===== config.mk =====
export PLATFORM = sky130hd
export DESIGN_NAME = clk_div_prog_flat
export DESIGN_NICKNAME = d
export VERILOG_FILES = /design/src/rtl/clk_div_prog_pkg.sv /design/src/rtl/clk_div_prog_if.sv /design/src/rtl/clk_div_prog.sv /design/src/flat_wrapper.sv
export SDC_FILE = /design/constraint.sdc
export NUM_CORES = 1
export LEC_CHECK = 0
export ABC_AREA = 1
export BUFFER_PORTS_ARGS = -buffer_cell sky130_fd_sc_hd__buf_2
export CAP_MARGIN = 40
export CORE_MARGIN = 4
export CORE_UTILIZATION = 63
export DETAILED_ROUTE_END_ITERATION = 10
export GPL_ROUTABILITY_DRIVEN = 1
export PLACE_DENSITY = 0.83
export RECOVER_POWER = 100
export SYNTH_ARGS = -nofsm -noshare
export SYNTH_HDL_FRONTEND = slang
export SYNTH_SLANG_ARGS = --single-unit

===== constraint.sdc =====
create_clock -name clk_in -period 7 [get_ports clk_in]
set_clock_uncertainty 0.1 [all_clocks]
set_input_delay 0.35 -clock clk_in [delete_from_list [all_inputs] [get_ports clk_in]]
set_output_delay 0.35 -clock clk_in [all_outputs]
set_load 0.02 [all_outputs]

===== src/rtl/clk_div_prog_pkg.sv =====
// Shared clock-generation definitions for the programmable divider: FSM state
// encoding, the smallest legal divisor and divisor arithmetic helpers.
package clk_div_prog_pkg;

  typedef enum logic {
    IDLE = 1'b0,
    RUN  = 1'b1
  } clkdiv_state_t;

  localparam int unsigned CLKDIV_MIN_DIV = 2;

  // A divisor below the minimum would leave no low phase, so it is raised to the minimum.
  function automatic int unsigned clkdiv_clamp(input int unsigned n);
    return (n < CLKDIV_MIN_DIV) ? CLKDIV_MIN_DIV : n;
  endfunction

  function automatic int unsigned clkdiv_half(input int unsigned n);
    return (n + 1) >> 1;
  endfunction

endpackage


===== src/rtl/clk_div_prog_if.sv =====
// Control and status bundle of the programmable clock divider.
interface clk_div_prog_if #(
  parameter int unsigned W = 8
);

  logic         enable;
  logic [W-1:0] div_in;
  logic         div_load;
  logic         div_ack;
  logic         busy;
  logic         clk_out;
  logic         tick;

  modport master (
    output enable, div_in, div_load,
    input  div_ack, busy, clk_out, tick
  );

  modport slave (
    input  enable, div_in, div_load,
    output div_ack, busy, clk_out, tick
  );

endinterface


===== src/rtl/clk_div_prog.sv =====
// Programmable integer divider producing a registered divided clock and a tick
// enable; divisor changes, start and stop all take effect on period boundaries.
module clk_div_prog
  import clk_div_prog_pkg::*;
#(
  parameter int unsigned W       = 8,
  parameter int unsigned DEF_DIV = 4
) (
  input logic           clk_in,
  input logic           reset,
  clk_div_prog_if.slave bus
);

  localparam logic [W-1:0] ONE      = W'(1);
  localparam logic [W-1:0] DEF_N    = W'(clkdiv_clamp(DEF_DIV));
  localparam logic [W-1:0] DEF_HALF = W'(clkdiv_half(clkdiv_clamp(DEF_DIV)));

  clkdiv_state_t state_q, state_d;
  logic [W-1:0]  cnt_q, cnt_d;
  logic [W-1:0]  div_act_q, div_act_d;
  logic [W-1:0]  half_q, half_d;
  logic [W-1:0]  div_pend_q, div_pend_d;
  logic          pend_q, pend_d;
  logic          clk_out_q, clk_out_d;
  logic          tick_q, tick_d;
  logic          div_ack_q, div_ack_d;

  logic at_wrap;
  logic apply;

  always_comb begin
    // NOTE: every signal gets a default first so no path through the block leaves it unassigned (no latch).
    state_d    = state_q;
    cnt_d      = cnt_q;
    div_act_d  = div_act_q;
    half_d     = half_q;
    div_pend_d = div_pend_q;
    pend_d     = pend_q;
    div_ack_d  = 1'b0;

    at_wrap = (state_q == RUN) && (cnt_q == div_act_q - ONE);
    apply   = pend_q && (at_wrap || (state_q == IDLE));

    if (apply) begin
      div_act_d = div_pend_q;
      half_d    = W'(clkdiv_half(32'(div_pend_q)));
      pend_d    = 1'b0;
      div_ack_d = 1'b1;
    end

    // A load in the apply cycle re-arms the pending slot after the old value moved on.
    if (bus.div_load) begin
      div_pend_d = W'(clkdiv_clamp(32'(bus.div_in)));
      pend_d     = 1'b1;
    end

    unique case (state_q)
      IDLE: begin
        cnt_d = '0;
        if (bus.enable) state_d = RUN;
      end
      RUN: begin
        if (at_wrap) begin
          cnt_d = '0;
          if (!bus.enable) state_d = IDLE;
        end else begin
          cnt_d = cnt_q + ONE;
        end
      end
      default: begin
        state_d = IDLE;
        cnt_d   = '0;
      end
    endcase

    // Outputs are derived from next-state values so they register in step with cnt.
    clk_out_d = (state_d == RUN) && (cnt_d < half_d);
    tick_d    = (state_d == RUN) && (cnt_d == '0);
  end

  always_ff @(posedge clk_in) begin
    // NOTE: non-blocking assignments keep every flop sampling pre-edge values regardless of statement order.
    if (reset) begin
      state_q    <= IDLE;
      cnt_q      <= '0;
      div_act_q  <= DEF_N;
      half_q     <= DEF_HALF;
      div_pend_q <= DEF_N;
      pend_q     <= 1'b0;
      clk_out_q  <= 1'b0;
      tick_q     <= 1'b0;
      div_ack_q  <= 1'b0;
    end else begin
      state_q    <= state_d;
      cnt_q      <= cnt_d;
      div_act_q  <= div_act_d;
      half_q     <= half_d;
      div_pend_q <= div_pend_d;
      pend_q     <= pend_d;
      clk_out_q  <= clk_out_d;
      tick_q     <= tick_d;
      div_ack_q  <= div_ack_d;
    end
  end

  assign bus.clk_out = clk_out_q;
  assign bus.tick    = tick_q;
  assign bus.div_ack = div_ack_q;
  assign bus.busy    = pend_q;

endmodule


===== src/flat_wrapper.sv =====
// flat-port wrapper written by rule: the top's interface ports become plain ports
module clk_div_prog_flat import clk_div_prog_pkg::*;
#(
  parameter int unsigned W       = 8,
  parameter int unsigned DEF_DIV = 4
)
  (clk_in, reset, bus_enable, bus_div_in, bus_div_load, bus_div_ack, bus_busy, bus_clk_out, bus_tick);
  clk_div_prog_if #(.W(W)) bus_i ();
  input logic clk_in;
  input logic reset;
  input wire logic [$bits(bus_i.enable)-1:0] bus_enable;
  input wire logic [$bits(bus_i.div_in)-1:0] bus_div_in;
  input wire logic [$bits(bus_i.div_load)-1:0] bus_div_load;
  output wire logic [$bits(bus_i.div_ack)-1:0] bus_div_ack;
  output wire logic [$bits(bus_i.busy)-1:0] bus_busy;
  output wire logic [$bits(bus_i.clk_out)-1:0] bus_clk_out;
  output wire logic [$bits(bus_i.tick)-1:0] bus_tick;
  assign bus_i.enable = bus_enable;
  assign bus_i.div_in = bus_div_in;
  assign bus_i.div_load = bus_div_load;
  assign bus_div_ack = bus_i.div_ack;
  assign bus_busy = bus_i.busy;
  assign bus_clk_out = bus_i.clk_out;
  assign bus_tick = bus_i.tick;
  clk_div_prog #(.W(W), .DEF_DIV(DEF_DIV)) u_core (.clk_in(clk_in), .reset(reset), .bus(bus_i));
endmodule

Word-level counts from Yosys, hierarchy flattened
Index checks and enable logic that the tools add are counted.
{ "classes": {"eq_ne": 1, "magnitude_cmp": 2, "n_reduce_logical": 7, "mux": 10, "bitwise": 1, "add_sub_neg": 3} }
{ "op_table": {"columns": ["operator", "count"], "rows": [
  ["$mux 8", 3],
  ["$pmux 8 s2", 1],
  ["$add 8x1->9 const B", 1],
  ["$add 8x1->8 const B", 1],
  ["$eq 8x8->1", 1],
  ["$logic_not 8->1", 1],
  ["$lt 8x2->1 const B", 1],
  ["$lt 8x8->1", 1],
  ["$sub 8x1->8 const B", 1],
  ["$mux 1", 5],
  ["$logic_and 1x1->1", 4],
  ["$pmux 1 s2", 1],
  ["$reduce_bool 2->1", 1],
  ["$logic_or 1x1->1", 1],
  ["$not 1->1", 1]
]} }
{ "word_totals": {"regBits": 37, "in_bits": 12, "output_inout_bits": 4, "elab_cells": 33} }

Longest topological paths before layout
{ "logic_depth": {"word_depth": 8, "ltp_mapped": 23, "depth_no_buf": 22} }

Worst setup path after synthesis
No wires, ideal clock.
{ "synth_path": {"path_type": "register to register", "start": "register u_core.div_act_q[0]", "end": "register u_core.clk_out_q (netlist: u_core.bus.clk_out)", "arrival_ps": 2262, "period_less_slack_ps": 2483, "setup_time_ps": 121, "required_time_ps": 6779, "path_stages_with_launch": 22, "slack_ps": 4517, "path_buffers": 0, "path_cell_list": "dfxtp_1 -> inv_1 -> ha_1 -> inv_1 -> nand2_1 -> nand2_1 -> nand2_1 -> nand2_1 -> inv_1 -> nand3_1 -> nor2_2 -> nand2_4 -> nand2_8 -> nand2_4 -> inv_4 -> nand2_1 -> o21ai_1 -> inv_2 -> ha_1 -> nand2_1 -> o211ai_1 -> a21oi_2"} }
{ "synth_between": {"elab_chain_cells": 8, "elab_cells_between_ends": 12, "classes_between": "add/sub (1); order compare (1); eq/ne (1); mux (5); reduce/logical (4)"} }
{ "synth_lines": {"columns": ["item", "line_no", "rtl"], "rows": [
  ["from (decl)", "clk_div_prog.sv:20", "logic [W-1:0] div_act_q, div_act_d;"],
  ["from (signal assigned)", "clk_div_prog.sv:96", "div_act_q <= div_act_d;"],
  ["$sub 8x1->8 (*)", "clk_div_prog.sv:41", "at_wrap = (state_q == RUN) && (cnt_q == div_act_q - ONE);"],
  ["$eq 8x8->1 (*)", "clk_div_prog.sv:41", null],
  ["$logic_and 1x1->1 (*)", "clk_div_prog.sv:41", null],
  ["parallel branches: the longest is 4 deep, another holds $lt 8x8->1", null, null],
  ["$logic_and 1x1->1 (*)", "clk_div_prog.sv:77", "clk_out_d = (state_d == RUN) && (cnt_d < half_d);"],
  ["to (signal assigned)", "clk_div_prog.sv:100", "clk_out_q <= clk_out_d;"],
  ["to (decl)", "clk_div_prog.sv:24", "logic clk_out_q, clk_out_d;"]
]} }
Mark *: on every way between the ends.
A chain may end at the register's enable or synchronous reset.

Worst setup path after layout
Ends and elaborated chain as after synthesis.

==> impl_results.md <==
* HPWL after detailed placement at 3294 um
* Clock transition at the registers of the reported paths at 0.10 ns
* Crit start category: register
* CP endpoint kind: register
* Clk sinks at 37
* CP cell instances: inv_1 > ha_1 > inv_1 > nand2_1 > nand2_1 > nand2_1 > nand2_1 > inv_1 > nand3_1 > nor2_1 > nand2_4 > nand2_1 > nand2_1 > clkinvlp_2 > o21ai_0 > ha_1 > a21oi_1 > o211ai_1 > a21oi_2
* Hold Crit Start: bus_div_in[7]
* Clk root buf: clkbuf_4
* Seq cells post-synth at 37
* DP Cell Count at 333
* Worst slew pin tran at 0.9477 ns
* Placed Area at 2107 um2
* IO Pins at 16
* Vias in the first global route at 1,732
* Initial antenna violation count at 0
* Post-route design area at 2105 um2
* Core Footprint at 3053 um2
* Netlist cell types at 32
* Avg Vias per Cell at 5.255
* Seq/Total Area, Yosys at 0.3688
* CP arrival at 3.80 ns
* Crit-path max cell delay at 0.49 ns
* # fillers at 274
* CTS tree: built
* Critical path class: reg2reg
* Pwr Density at 194.3 nW/um2
* Buf+Inv Stages, Crit Path at 4
* Worst R2R Start: u_core.div_act_q[0]$_SDFFE_PP0P_
* Final cell count without fillers at 341
* Fmax at 276.4 MHz
* Leak at 0.9920 nW
* Setup violators final at 0
* Synth warnings at 0
* Top FF cell, synth: dfxtp_1
* Total grt overflow at 0
* Post-CTS setup buffers at 0
* Final WL at 4156 um
* Post-synth EDFFs at 0
* Crit path max-delay family: simple AND/OR/NAND/NOR gates
* Post-synth ARST share at 0
* Yosys top cell area share at 0.3688
* Layout Nets at 318
* CP required at 7.18 ns
* Initial detailed-routing violation count at 115
* Starting Density at 0.6578
* Number of CTS-inserted buffers at 5
* Worst hold slack at 0.1445 ns
* Area Overhead vs Synth at 4.798%
* Crit path time final at 3.618 ns
* Fin Setup TNS at 0 ns
* Post-cts resize count at 0
* Final core utilization at 0.6893
* WL per Instance at 12.19 um
* Skew-Pair Late Insertion Delay at 0.34 ns
* CTS max path bufs at 2
* Max FO, Critical Path at 18
* Die extent in x at 64.46 um
* Final-report hold violation count at 0
* Slowest stage cell on the critical path: clkinvlp_2
* Antenna diodes at 0
* Mapped Nets at 302
* Area leader, netlist: dfxtp_1
* First-pass GRT wire length at 7334 um
* Count leader, synth: nand2_1
* Worst path most repeated cell: nand2_1
* Hold crit path type: in2reg
* Status: finished clean
* Maxcap violations at 0
* Final ANT Viol Nets at 0
* Vias at 1,792
* Synthesized area per cell at 7.172 um2
* RSZ-0062 raised after global routing: no
* Worst VDD drop at 0.0001604 V
* Die H at 64.46 um
* Row count at 20
* Synthesized area at 2008 um2
* Gp weighted congestion at 0.8963
* Post-synth top cells: nand2_1, dfxtp_1, nor2_1
* Slew headroom at 0.3682
* Cts hold-fix bufs at 0
* TritonRoute pass-1 iters at 4
* Global-route usage over all layers at 0.2287
* Gate Count Post-Synth at 280
* Max-slew violations at 0
* Crit share post-route at 0.5169
* Port Buf Inserts at 15
* DIE AREA at 4155 um2
* Largest net degree at the start of global routing at 21
* Crit path from: u_core.div_act_q[0]$_SDFFE_PP0P_
* Layout cells sized above 1 at 0.1077
* H-Tree Depth at 2
* DRC Markers at 0
* Synth area leaders: dfxtp_1, nand2_1, nor2_1
[final timing paths]
| kind | endpoint | slack [ns] | cells after the start |
|---|---|---|---|
| setup / recovery | u_core.bus.clk_out$_SDFF_PP0_ | 3.38 | 19 |
| hold / removal | u_core.div_pend_q[7]$_SDFFE_PP0P_ | 0.14 | 3 |
| hold reg to reg | u_core.div_act_q[1]$_SDFFE_PP0P_ | 0.41 | 2 |
| setup reg to reg | u_core.bus.clk_out$_SDFF_PP0_ | 3.38 | 19 |
[cell type report]
cell class,instances,area [um2],area share
flip-flops and latches,37,740.7,0.3520
clock buffers,6,41.29,0.01962
well taps,44,55.05,0.02616
repair buffers,15,68.82,0.03270
inverters,41,155.1,0.07372
clock inverters,2,10.01,0.004756
multi-input cells,196,1033,0.4911
[worst register-to-register path: cells and delay by family, from the launching register on]
kind,cells,cell delay [ns]
and+or+nand+nor,9,1.06
AOI/OAI and AO/OA,4,0.79
buffers and inverters,4,0.70
adders and majority gates,2,0.57
DFF,1,0.36
[sequential cells by signal (all words and copies together), names as in the netlist]
name / count
u_core.cnt_q: 8
u_core.div_act_q: 8
u_core.div_pend_q: 8
u_core.half_q: 8
u_core.bus.busy: 1
u_core.bus.clk_out: 1
u_core.bus.div_ack: 1
u_core.bus.tick: 1
u_core.state_q: 1
[placed cells by master (no fill, tap or decap), drive strengths merged, types with 9 or more instances in the layout]
cell type | Yosys | routed
buf | 2 | 10
dfxtp | 37 | 37
nand3 | 19 | 19
ha | 10 | 10
nand2 | 61 | 61
a21oi | 16 | 16
xor2 | 9 | 9
o21ai | 21 | 21
inv | 40 | 39
clkbuf | 4 | 11
nor2 | 42 | 42
[per-stage QoR]
step           power, mW  setup slack [ns]
2_1_floorplan     0.2944             4.517
3_3_place_gp      0.3094             4.279
3_5_place_dp      0.3117             4.161
4_1_cts           0.4165             4.137
5_1_grt           0.4340             2.862
6_report          0.4089             3.382
[power by group]
group | leakage [nW] | internal, mW | total, mW | switching (mW)
Combinational | 0.656 | 0.0245 | 0.0701 | 0.0456
Clock | 0.0320 | 0.0383 | 0.108 | 0.0696
Sequential | 0.304 | 0.222 | 0.231 | 0.00887
[cell families (layout without fill, tap and decap cells)]
kind of cell    Yosys count  after routing  synth area share
simple gates            132            132            0.3028
fa+ha+maj                10             10           0.06231
flops                    37             37            0.3688
mux                       1              1          0.004985
xor+xnor                 11             11           0.04798
compound gates           42             42            0.1196
buf+inv                  47             64           0.09345
[routing by layer]
metal	GRT usage	up-vias	share of wire
li1	-	929	-
met1	0.2729	820	0.45
met2	0.3853	35	0.48
met3	0.05373	8	0.044
met4	0.1108	0	0.025
met5	0	-	0
(Power assumes the default switching activity.)
